`config.mk`:
```
export PLATFORM = sky130hd
export DESIGN_NAME = ipm_distributed_shiftregister_dyn_v1_3
export DESIGN_NICKNAME = d
export VERILOG_FILES = /design/src/rtl/ipm_distributed_shiftregister_dyn_v1_3.sv
export SDC_FILE = /design/constraint.sdc
export NUM_CORES = 1
export LEC_CHECK = 0
export BUFFER_PORTS_ARGS = -buffer_cell sky130_fd_sc_hd__buf_2
export CORE_ASPECT_RATIO = 0.6
export CORE_MARGIN = 1
export CORE_UTILIZATION = 60
export DETAILED_ROUTE_END_ITERATION = 10
export PLACE_DENSITY_LB_ADDON = 0.08
export SYNTH_ARGS = -nofsm -noshare
export SYNTH_HDL_FRONTEND = slang
export SYNTH_SLANG_ARGS = --single-unit
```
`constraint.sdc`:
```
create_clock -name clk -period 3.6 [get_ports clk]
set_input_delay 1.08 -clock clk [delete_from_list [all_inputs] [get_ports clk]]
set_output_delay 1.08 -clock clk [all_outputs]
set_load 0.1 [all_outputs]
```
`src/rtl/ipm_distributed_shiftregister_dyn_v1_3.sv`:
```
// ipm_distributed_shiftregister_dyn_v1_3
//
// Variable-depth delay line built on a circular distributed-RAM buffer.
// Every enabled clock edge writes din at the write pointer and advances it.
// The read tap sits eaddr words behind the write pointer, where
// eaddr = min(addr, VARIABLE_MAX_DEPTH-1). A fill counter tracks how many
// words have been written since reset, so o_valid only rises once the
// selected tap points at a word written after reset.
//
// Ports
//   clk      : clock, all logic on the rising edge
//   rst      : asynchronous active-low reset
//   i_aclken : clock enable; nothing changes while low
//   din      : write-end data (DATA_WIDTH)
//   addr     : read tap select, delay = addr+1 enabled edges (ADDR_WIDTH)
//   dout     : read-end data (DATA_WIDTH)
//   o_valid  : dout holds a word written since reset
//
// Stream semantics: there is no backpressure. Each enabled edge is one
// transfer in (din) and one transfer out (dout/o_valid); o_valid qualifies
// dout and is the only indication that dout carries real data.
module ipm_distributed_shiftregister_dyn_v1_3 #(
  parameter  int VARIABLE_MAX_DEPTH = 16,
  parameter  int DATA_WIDTH         = 1,
  parameter  int OUT_REG            = 0,
  localparam int ADDR_WIDTH = (VARIABLE_MAX_DEPTH <= 16)  ? 4 :
                              (VARIABLE_MAX_DEPTH <= 32)  ? 5 :
                              (VARIABLE_MAX_DEPTH <= 64)  ? 6 :
                              (VARIABLE_MAX_DEPTH <= 128) ? 7 :
                              (VARIABLE_MAX_DEPTH <= 256) ? 8 :
                              (VARIABLE_MAX_DEPTH <= 512) ? 9 : 10
) (
  input  logic                  clk,
  input  logic                  rst,
  input  logic                  i_aclken,
  input  logic [DATA_WIDTH-1:0] din,
  input  logic [ADDR_WIDTH-1:0] addr,
  output logic [DATA_WIDTH-1:0] dout,
  output logic                  o_valid
);

  localparam int MEM_DEPTH = 1 << ADDR_WIDTH;
  // The fill counter must be able to hold VARIABLE_MAX_DEPTH itself.
  localparam int CNT_WIDTH = $clog2(VARIABLE_MAX_DEPTH + 1);
  localparam logic [ADDR_WIDTH-1:0] MAX_TAP = ADDR_WIDTH'(VARIABLE_MAX_DEPTH - 1);
  localparam logic [CNT_WIDTH-1:0]  CNT_MAX = CNT_WIDTH'(VARIABLE_MAX_DEPTH);

  // Storage is deliberately not reset so it maps onto distributed RAM.
  logic [DATA_WIDTH-1:0] mem_q [MEM_DEPTH];

  logic [ADDR_WIDTH-1:0] wptr_q, wptr_d;
  logic [CNT_WIDTH-1:0]  fcnt_q, fcnt_d;
  logic [DATA_WIDTH-1:0] tap_q, tap_d;
  logic                  tap_vld_q, tap_vld_d;
  logic [ADDR_WIDTH-1:0] eaddr;
  logic [ADDR_WIDTH-1:0] rptr;

  always_comb begin
    eaddr  = (addr > MAX_TAP) ? MAX_TAP : addr;
    // Natural modulo-2^ADDR_WIDTH wrap of the subtraction gives the tap.
    rptr   = wptr_q - eaddr;
    wptr_d = wptr_q + ADDR_WIDTH'(1);
    fcnt_d = (fcnt_q == CNT_MAX) ? fcnt_q : fcnt_q + CNT_WIDTH'(1);
    // Tap 0 is a one-register delay; the RAM word at wptr has not been
    // written yet on this edge, so bypass straight from din.
    tap_d  = (eaddr == '0) ? din : mem_q[rptr];
    // fcnt+1 > eaddr, written without the +1 to avoid overflow concerns.
    tap_vld_d = (32'(fcnt_q) >= 32'(eaddr));
  end

  // RAM write; the read above sees the pre-edge contents.
  always_ff @(posedge clk) begin
    if (i_aclken) begin
      mem_q[wptr_q] <= din;
    end
  end

  always_ff @(posedge clk or negedge rst) begin
    if (!rst) begin
      wptr_q    <= '0;
      fcnt_q    <= '0;
      tap_q     <= '0;
      tap_vld_q <= 1'b0;
    end else if (i_aclken) begin
      wptr_q    <= wptr_d;
      fcnt_q    <= fcnt_d;
      tap_q     <= tap_d;
      tap_vld_q <= tap_vld_d;
    end
  end

  generate
    if (OUT_REG != 0) begin : g_out_reg
      logic [DATA_WIDTH-1:0] out_q;
      logic                  out_vld_q;

      always_ff @(posedge clk or negedge rst) begin
        if (!rst) begin
          out_q     <= '0;
          out_vld_q <= 1'b0;
        end else if (i_aclken) begin
          out_q     <= tap_q;
          out_vld_q <= tap_vld_q;
        end
      end

      assign dout    = out_q;
      assign o_valid = out_vld_q;
    end else begin : g_no_out_reg
      assign dout    = tap_q;
      assign o_valid = tap_vld_q;
    end
  endgenerate

endmodule
```
# After elaboration in Yosys (flattened, before gate mapping)
# Memory sizes are Yosys's and may differ from the RTL's. A register that Yosys moved wholly into a read port is not among the register bits.
# Cells that the tools add are included.
op_classes:
  bitwise: 1
  n_div: 0
  addsub: 3
  magnitude_cmp: 2
  eq_ne: 1
  shifts: 0
  multipliers: 0
  n_mux: 3
  n_reduce_logical: 2
op_table:
  columns: ["cell", "n"]
  rows:
  - ["$add A5 B1 Y5 const B", 1]
  - ["$eq A5 B5 Y1 const B", 1]
  - ["$ge A5 B4 Y1", 1]
  - ["$add A4 B1 Y4 const B", 1]
  - ["$gt A4 B4 Y1 const B", 1]
  - ["$mux W4", 1]
  - ["$sub A4 B4 Y4", 1]
  - ["$mux W1", 2]
  - ["$reduce_and A2 Y1", 1]
  - ["$logic_not A1 Y1", 1]
  - ["$not A1 Y1", 1]
totals:
  ram_bits: 16
  mem_count: 1
  out_inout_bits: 2
  regBits: 10
  latchBits: 0
  romBits: 0
  elab_cells: 16
  in_bits: 8
memory_table:
  columns: ["name", "depth", "width", "read_ports", "rd_ports_with_merged_regs", "write_ports", "line_no", "source"]
  rows:
  - ["mem_q", 16, 1, 1, 1, 1, "49", "logic [DATA_WIDTH-1:0] mem_q [MEM_DEPTH];"]

# Depth between registers and ports, before layout
# Gate-level depths: netlist (run 1).
depth:
  depth_word: 3
  mapped_depth: 10
  mapped_depth_nobuf: 9

# Least setup slack after synthesis (run 1)
# No wires, ideal clock.
synth_path:
  path_kind: "input port to flip-flop"
  from: "in addr[0]"
  to: "reg tap_q (netlist: dout), read port of mem_q"
  setup_time_ps: 120
  setup_slack_ps: 695
  path_stages: 8
  required_ps: 3480
  path_buffers: 1
  arrival_time_ps: 2786
  cell_sequence: "ha_1 > inv_1 > fa_1 > buf_6 > mux4_1 > mux2i_1 > mux2i_1 > a31o_1"
synth_via:
  elab_chain_cells: 3
synth_lines:
  columns: ["item", "line_no", "source"]
  rows:
  - ["start, declared", "37", "input logic [ADDR_WIDTH-1:0] addr,"]
  - ["$gt A4 B4 Y1", "59", "eaddr = (addr > MAX_TAP) ? MAX_TAP : addr;"]
  - ["$mux W4 *", "59", null]
  - ["$sub A4 B4 Y4 *", "61", "rptr = wptr_q - eaddr;"]
  - ["end, declared", "53", "logic [DATA_WIDTH-1:0] tap_q, tap_d;"]
# Every way passes the cells marked *; elsewhere a longest branch is shown, timed or not.
# A chain may end at the register's enable or synchronous reset.

# Worst setup path after layout (run 1)
# Same ends and word-level chain as after synthesis.

==> results.txt, run 1 <==
The flow ran to the end, and the final reports show no timing, DRC or antenna violations. The worst setup path is captured at a flop. Across the routed clock network, the largest skew measured is 5.34 ps. The area enclosed by the die boundary came out at 0.00273 mm².

In this run the static leakage power is 0.651 nW. The tools report the via count as 948. The run gives 0 as the number of antenna diodes.

During I/O placement, the number of pins put on the boundary was 10. Counting distinct cell types in the post-synthesis netlist gives 31. Setup repair after global routing left no endpoint under its margin. The synthesized netlist occupies a cell area of 0.00151 mm². Summed over all nets, the switching power comes to 0.000592 W. The part of the power in the clock network came out at 0.129. The number of max-cap violations was 0; the required time of the critical path was 3770 ps. The via count of the first global-routing pass was 886; the highest attainable clock frequency was 342 MHz.

Once detailed placement completed, the half-perimeter wirelength came to 2180 µm. A synthesized cell averages 12.2 µm². The final standard cell area without fillers came out at 0.00161 mm². The run gives 0 as the post-cts gate resize count. For the synthesized netlist cell count, the log shows 124. In this run the cell area measured after placement is 0.00157 mm². The post-synthesis sequential element count was 27. TritonCTS built the clock tree.

Sequential power share: 0.391. The final layout contains routed wiring with a total length of 2810 µm. The startpoint of the worst-slack reg-to-reg timing path was wptr_q[0]$_DFFE_PN0P_. For the worst-skew pair, the clock arrives at the later sink with an insertion delay of 280 ps. In the routed layout, each cell is associated on average with a via count of 5.85. The horizontal die dimension is 66.8 µm. The logs give 0 for the post-CTS repair timing setup buffer count and 0.258 for the combined global-route utilization of all metal layers.

Leaving out filler cells and counting taps, the final layout contains 162. For the pin with the worst max-slew slack, the measured transition is 488 ps. In this run, post-CTS hold repair placed 0 buffers.

The total clock buffers created by CTS was 3. VDD sags by at most 0.488 mV. The number of buffers added on ports is 9.

After floorplanning, the core was divided into 13 placement rows. Clock tree synthesis selected as its root buffer the cell sky130_fd_sc_hd__clkbuf_8. The share of cells above drive strength 1 was 0.121. The tools report the kind of start point of the critical path as a primary input. The logs give 0 for the final number of setup-violating endpoints and 3090 ps for the endpoint arrival time on the critical path.

The largest individual stage delay along the critical path comes from the cell sky130_fd_sc_hd__fa_1. The tools report the worst relative slew slack as 0.677. The worst hold path startpoint was fcnt_q[4]$_DFFE_PN0P_. Cell occurring most often along the worst timing path: sky130_fd_sc_hd__mux2i_1. The internal power of the cells totals 0.000779 W. From synthesis to final layout, the design area changed by 6.88%. The final worst-path cycle share was 0.813. The critical path is of the in -> reg type. The top fanout value on the critical path is 5. Entering global routing, the biggest net connects 18 pins. Clock-pin slew was measured on the worst setup and hold paths at 90 ps. The final number of hold-violating endpoints was 0. The share of synthesized area occupied by flip-flops and latches was 0.500. In this run the deepest clock path goes through 2 buffers. Together, buffers and inverters on the worst path number 2. For the final routed database, the setup TNS stands at 0 ps. For the share of total power in combinational logic, the log shows 0.480. The net switching share of the total power was 0.432. The Yosys step of the flow raised 0 warnings. After detailed routing, the number of remaining DRC violations is 0. For this run, the post-layout net count is 155. In this run the worst hold path is classified as reg -> reg. The launching instance or port of the critical path was addr[0]. In this design, the largest share of critical-path delay is due to multiplexers. For the number of antenna violations at the first check in global routing, the log shows 0. The run gives 27 as the TritonCTS sink count. The wire length per cell is 17.3 µm. The DRC violation total after the first TritonRoute iteration is 80. Vertical extent of the die: 40.9 µm. The critical path goes through buf_2 -> ha_1 -> inv_1 -> fa_1 -> mux4_1 -> mux2i_1 -> mux2i_1 -> a31o_1. The number of max-slew violations in the final report is 0, and the final weighted congestion in routability-driven placement is 0.803. For this design the ratio of total power to cell area is 849 mW/mm². After floorplanning, the core was sized to cover 0.00226 mm².

The total overflow reported by the global router is 0. The antenna violation net count after detailed routing is 0. The initial standard-cell utilization of the core was 0.668. For this run, the slowest stage of the critical path takes 650 ps. The number of nets in the synthesized netlist is 146. For the finished layout, the period the worst path requires is 2930 ps.

The number of placed instances, taps included, is 158. The detailed-router iteration count before antenna repair is 4, and the first-pass GRT wire length is 4600 µm. The H-tree depth is 1.
final timing paths:
check                      slack, ps                     to  cells past startpoint
max                              670       dout$_DFFE_PN0P_                      8
min                              520  fcnt_q[4]$_DFFE_PN0P_                      1
min reg2reg                      520  fcnt_q[4]$_DFFE_PN0P_                      1
min in group asynchronous        660  fcnt_q[1]$_DFFE_PN0P_                      1
max in group asynchronous       2720       dout$_DFFE_PN0P_                      1
max reg2reg                      850       dout$_DFFE_PN0P_                      8
cells by family (layout without fill, tap and decap cells):
family	count (synthesis)	count (layout)	synth area share
multiplexers	8	8	0.0969
AO/OA/AOI/OAI	12	12	0.0530
AND/OR/NAND/NOR	37	37	0.114
XOR/XNOR	12	12	0.0746
buffers and inverters	14	22	0.0406
flip-flops	27	27	0.500
adder cells (fa/ha/maj)	14	14	0.121
registers in the layout, indices dropped and copies added (netlist names):
name	count
wptr_q	4
o_valid	1
mem_q	16
fcnt_q	5
dout	1
area by class of cell:
| cell class | count | area [µm²] |
|---|---|---|
| Fill cell | 151 | 647 |
| Multi-Input combinational cell | 83 | 693 |
| Clock buffer | 3 | 41.3 |
| Clock inverter | 1 | 7.51 |
| Timing Repair Buffer | 9 | 45.0 |
| Sequential cell | 27 | 756 |
| Inverter | 9 | 33.8 |
| Tap cell | 30 | 37.5 |
power groups by stage:
stage | Sequential (W) | Clock, W | Combinational (W)
after global placement | 0.000531 | 0 | 0.000619
final | 0.000536 | 0.000177 | 0.000658
after CTS | 0.000532 | 0.000179 | 0.000659
after floorplan | 0.000557 | 0 | 0.000507
after detailed placement | 0.000539 | 0 | 0.000658
after global routing | 0.000552 | 0.000189 | 0.000729
cells in the mapped netlist:
master,count,area (µm²)
sky130_fd_sc_hd__a21oi_1,4,20.0
sky130_fd_sc_hd__a31o_1,1,8.76
sky130_fd_sc_hd__a31oi_1,1,6.26
sky130_fd_sc_hd__a31oi_2,1,12.5
sky130_fd_sc_hd__buf_2,1,5.00
sky130_fd_sc_hd__buf_6,1,11.3
sky130_fd_sc_hd__clkbuf_1,3,11.3
sky130_fd_sc_hd__dfrtp_1,11,275
sky130_fd_sc_hd__edfxtp_1,16,480
sky130_fd_sc_hd__fa_1,1,20.0
sky130_fd_sc_hd__ha_1,13,163
sky130_fd_sc_hd__inv_1,9,33.8
sky130_fd_sc_hd__mux2_2,1,11.3
sky130_fd_sc_hd__mux2i_1,3,30.0
sky130_fd_sc_hd__mux4_1,4,105
sky130_fd_sc_hd__nand2_1,8,30.0
sky130_fd_sc_hd__nand2b_1,3,18.8
sky130_fd_sc_hd__nand3_1,1,5.00
sky130_fd_sc_hd__nand3b_1,1,7.51
sky130_fd_sc_hd__nand4_1,3,18.8
sky130_fd_sc_hd__nand4b_1,1,8.76
sky130_fd_sc_hd__nor2_1,15,56.3
sky130_fd_sc_hd__nor2b_1,1,6.26
sky130_fd_sc_hd__nor3_1,4,20.0
sky130_fd_sc_hd__o21ai_0,2,10.0
sky130_fd_sc_hd__o22ai_1,1,6.26
sky130_fd_sc_hd__o311ai_0,1,8.76
sky130_fd_sc_hd__o31ai_1,1,7.51
sky130_fd_sc_hd__xnor2_1,9,78.8
sky130_fd_sc_hd__xor2_1,2,17.5
sky130_fd_sc_hd__xor2_2,1,16.3
layer usage:
| layer | track usage | vias up | routed length (µm) |
|---|---|---|---|
| met5 | 0 | - | 0 |
| met4 | 0.0957 | 0 | 33 |
| met3 | 0.0500 | 4 | 102 |
| met2 | 0.374 | 21 | 1230 |
| met1 | 0.388 | 468 | 1440 |
| li1 | - | 455 | - |
cell usage in the layout (no fill, tap or decap), drive strengths merged, types with 8 or more instances in the layout:
cell    instances
edfxtp         16
buf             9
nor2           15
xnor2           9
nand2           8
ha             13
inv             9
dfrtp          11
metrics by stage:
step                      power, W  setup slack [ps]   util  hold slack (ps)
after detailed placement   0.00120               395  0.692              503
final                      0.00137               675  0.714              516
after global routing       0.00147               570  0.714              553
after floorplan            0.00106               695      -              467
after CTS                  0.00137               689  0.714              517
after global placement     0.00115               484  0.692              500
(Power assumes the default switching activity.)
==> inputs of run 2 (changes only) <==
--- a/config.mk
+++ b/config.mk
@@ -5,10 +5,11 @@
 export SDC_FILE = /design/constraint.sdc
 export NUM_CORES = 1
 export LEC_CHECK = 0
+export ABC_AREA = 1
 export BUFFER_PORTS_ARGS = -buffer_cell sky130_fd_sc_hd__buf_2
 export CORE_ASPECT_RATIO = 0.6
 export CORE_MARGIN = 1
-export CORE_UTILIZATION = 60
+export CORE_UTILIZATION = 54
 export DETAILED_ROUTE_END_ITERATION = 10
 export PLACE_DENSITY_LB_ADDON = 0.08
 export SYNTH_ARGS = -nofsm -noshare
==> constraint.sdc (replaced) <==
create_clock -name clk -period 2.6 [get_ports clk]
set_input_delay 0.78 -clock clk [delete_from_list [all_inputs] [get_ports clk]]
set_output_delay 0.78 -clock clk [all_outputs]
set_load 0.1 [all_outputs]
==> results.txt, run 2 <==
The clock insertion delay at the later pin of the skew report came out at 280 ps (about the same). The number of antenna diodes is 0 (unchanged), and the placeable core region is 0.00289 mm² (+28%). The via count was 1,250 (+32%); the maximum clock path buffer count was 2 (unchanged). Clock tree synthesis selected as its root buffer the cell sky130_fd_sc_hd__clkbuf_8. For the HPWL after detailed placement, the log shows 2610 µm (+20%). The largest registers in the layout are mem_q x16, fcnt_q x5, wptr_q x4. The synthesis-to-finish area growth was 7.55%; the worst relative slew slack was 0.680 (+0.00274).

For this design, the slowest cell found on the critical path is sky130_fd_sc_hd__dfrtp_1. The slew at the pin closest to its max-slew limit is 484 ps (-4.13 ps), and the routed via count divided by cell count is 5.06 (-14%). The share of synthesized flip-flops with an asynchronous set or reset works out to 0.407 (unchanged). The endpoint identified for the worst register-to-register timing path is dout$_DFFE_PN0P_. The number of antenna violations at the first check in global routing came out at 0 (unchanged).

The first-pass GRT wire length was 5310 µm (+15%); the wire length per cell was 13.4 µm (-23%). The depth of the worst register-to-register path is 12 (+4). The tools report the capturing element type of the critical path as a flop. Highest attainable clock frequency: 436 MHz. The CTS clock-pin slew for the worst setup and hold paths came out at 90 ps (about the same). The final worst-path cycle share was 0.883; the share of synthesized area occupied by flip-flops and latches was 0.456 (-0.0446).

The number of buffers added on ports was 9 (unchanged). mem_q holds more flip-flops than any other register. The most critical setup path has its startpoint at wptr_q[0]$_DFFE_PN0P_. The final number of setup-violating endpoints is 0 (unchanged), and the number of distinct library cells after synthesis is 23 (-26%).

Traced cell by cell, the critical path runs through inv_1 -> ha_1 -> inv_1 -> fa_1 -> xnor2_1 -> nand2_1 -> nor2_4 -> nand3_2 -> nand2_1 -> inv_1 -> nand2_1 -> nand2_1. The number of enable flip-flop cells after synthesis was 16 (unchanged); the post-synthesis sequential element count was 27 (unchanged). The synthesized netlist cell count is 194 (+56%). The tools report the antenna violation net count after detailed routing as 0 (unchanged). The logs give 4 (unchanged) for the detailed-router iteration count before antenna repair and 1,107 (+25%) for the via count of the first global-routing pass. The biggest area contributor in the post-synthesis netlist is sky130_fd_sc_hd__edfxtp_1. For the reg2reg setup slack, the log shows 310 ps (-540 ps).

For the post-placement worst setup slack, the log shows 101 ps (-293 ps). The flip-flop count of the largest register after layout was 16 (unchanged); the maximum cell stage delay along the critical path was 520 ps (-130 ps). In the synthesized netlist, the cells that appear most often are sky130_fd_sc_hd__nand2_1, sky130_fd_sc_hd__inv_1, sky130_fd_sc_hd__nand3_1, sky130_fd_sc_hd__nor2_1, sky130_fd_sc_hd__edfxtp_1. The critical path is of the reg -> reg type.

The Yosys warning count came out at 0 (unchanged). The tools report the netlist area before placement as 0.00166 mm² (+9.8%). Sorting the synthesized cells by area gives the leading types as sky130_fd_sc_hd__edfxtp_1, sky130_fd_sc_hd__dfrtp_1, sky130_fd_sc_hd__nand2_1, sky130_fd_sc_hd__ha_1, sky130_fd_sc_hd__inv_1.

The cell leakage power was 0.869 nW (+33%). The hold buffer count at CTS was 0 (unchanged); the filler cell count was 272 (+80%). The startpoint of the worst-slack reg-to-reg timing path was wptr_q[0]$_DFFE_PN0P_. The run finished with clean final reports. The combined flip-flop and latch cell area is 756 µm² (unchanged). The logic depth of the worst setup path including buffers was 12 (+4); the final number of hold-violating endpoints was 0 (unchanged). The most critical setup path has its endpoint at dout$_DFFE_PN0P_. The tools report the row count as 15 (+2). The TritonCTS sink count was 27 (unchanged). The share of cells above drive strength 1 was 0.127 (+0.00562); the maximum number of pins on one net before global-route repair was 18 (unchanged).

The multi-input combinational cell area came out at 752 µm² (+8.5%). The run gives 0 (unchanged) as the DRC violations left. The run gives 3 (unchanged) as the total clock buffers created by CTS.

The required time of the critical path was 2780 ps (-990 ps). The path category of the worst min-delay check is in -> async. The final worst-path setup slack was 305 ps (-369 ps); the combined global-route utilization of all metal layers was 0.224 (-0.0339).

Yosys instantiated no cell more often than sky130_fd_sc_hd__nand2_1. The net count after synthesis came out at 216 (+48%). Setup repair after global routing left no endpoint under its margin. Among all flip-flop cells after synthesis, the most frequent one is sky130_fd_sc_hd__edfxtp_1. For the post-CTS repair timing setup buffer count, the log shows 0 (unchanged). Number of max-cap violations: 0 (unchanged). The cell family contributing the most delay on the critical path is adder cells.

The final weighted congestion in routability-driven placement was 0.795 (-1.0%); the endpoint arrival time on the critical path was 2470 ps (-620 ps). The horizontal die dimension is 73.5 µm (+10%). The area enclosed by the die boundary came out at 0.00330 mm² (+21%).

The tools report the DRC violation total after the first TritonRoute iteration as 89 (+11%). The number of buffer and inverter stages on the critical path came out at 3 (+1). The top fanout value on the critical path works out to 6 (+1). TritonCTS built the clock tree.

The mean instance size in the synthesized netlist is 8.55 µm² (-30%). The library cell used most frequently in the layout, excluding fill and tap cells, is sky130_fd_sc_hd__nand2_1. The maximum vdd drop is 0.577 mV (+18%). The clock period minus final worst setup slack was 2290 ps; the wire length reported by the detailed router was 3310 µm (+18%). The tools report the initial standard-cell utilization of the core as 0.574 (-0.0944).

The vertical extent of the die came out at 44.9 µm (+9.9%). The logs give 0 (unchanged) for the number of max-slew violations in the final report and 0 (unchanged) for the total overflow reported by the global router. The sum of negative setup slack was 0 ps (unchanged). The run gives 0 (unchanged) as the post-cts gate resize count.

In the layout the commonest cells are sky130_fd_sc_hd__nand2_1, sky130_fd_sc_hd__inv_1, sky130_fd_sc_hd__nand3_1, sky130_fd_sc_hd__nor2_1, sky130_fd_sc_hd__edfxtp_1. The final net count is 228 (+47%), and the clock skew is 2.74 ps (-2.60 ps). The run gives 10 (unchanged) as the number of placed I/O pins. The tools report the H-tree depth as 1 (unchanged). The cell occurring most often along the worst timing path is sky130_fd_sc_hd__nand2_1. The tools report the kind of start point of the critical path as a flop. The power per cell area came out at 1150 mW/mm² (+36%).

The proportion of netlist area held by the largest area contributor came out at 0.290 (-0.0283).
run 2: cell count changes after synthesis, sizes merged, moves of 4 or more:
cell   change
nand2     +46
nand3     +22
mux4       -4
xor2       +4
xnor2      -7
nor2       +6
inv       +25
run 2: report_power, final:
part / switching, W / leakage [nW] / internal (W)
clock: 0.000136 / 0.0261 / 0.000112
combinational: 0.000747 / 0.570 / 0.000359
sequential: 0.000132 / 0.272 / 0.000567
total: 0.00101 / 0.869 / 0.00104
run 2: per-layer routing:
| layer | share of wire | track usage | up-vias |
|---|---|---|---|
| li1 | - | - | 629 |
| met4 | 0.012 | 0.0423 | 0 |
| met1 | 0.51 | 0.340 | 584 |
| met3 | 0.072 | 0.0558 | 4 |
| met2 | 0.41 | 0.328 | 33 |
| met5 | 0 | 0 | - |
run 2: final cells by class:
| cell class | count | area share |
|---|---|---|
| timing repair buffer | 9 | 0.0253 |
| clock buffer | 3 | 0.0232 |
| tap | 42 | 0.0295 |
| multi-input combinational | 131 | 0.422 |
| sequential | 27 | 0.424 |
| clock inverter | 1 | 0.00491 |
| inverter | 34 | 0.0716 |
run 2: cells by family after synthesis:
logic type               count (synthesis)  share of synthesized area
buffers and inverters                   36                     0.0906
adder cells (fa/ha/maj)                 14                      0.110
XOR/XNOR                                 9                     0.0521
AO/OA/AOI/OAI                            8                     0.0302
AND/OR/NAND/NOR                        100                      0.261
flip-flops                              27                      0.456
run 2: per-stage QoR:
| stage | util | hold WS [ps] | cell area, µm² | power [W] | std cells |
|---|---|---|---|---|---|
| floorplan | - | 468 | 1660 | 0.00155 | 194 |
| global placement | 0.600 | 470 | 1730 | 0.00173 | 243 |
| detailed placement | 0.600 | 482 | 1730 | 0.00179 | 243 |
| CTS | 0.617 | 365 | 1780 | 0.00204 | 247 |
| global route | 0.617 | 366 | 1780 | 0.00222 | 247 |
| finish | 0.617 | 359 | 1780 | 0.00205 | 247 |
run 2: worst min-delay path by stage:
stage | endpoint | slack (ps) | depth (start not counted)
after floorplan | fcnt_q[4]$_DFFE_PN0P_ | 470 | 1
after global routing | fcnt_q[1]$_DFFE_PN0P_ | 370 | 1
after CTS | fcnt_q[1]$_DFFE_PN0P_ | 360 | 1
final | fcnt_q[1]$_DFFE_PN0P_ | 360 | 1
after global placement | dout$_DFFE_PN0P_ | 470 | 2
after detailed placement | dout$_DFFE_PN0P_ | 480 | 2
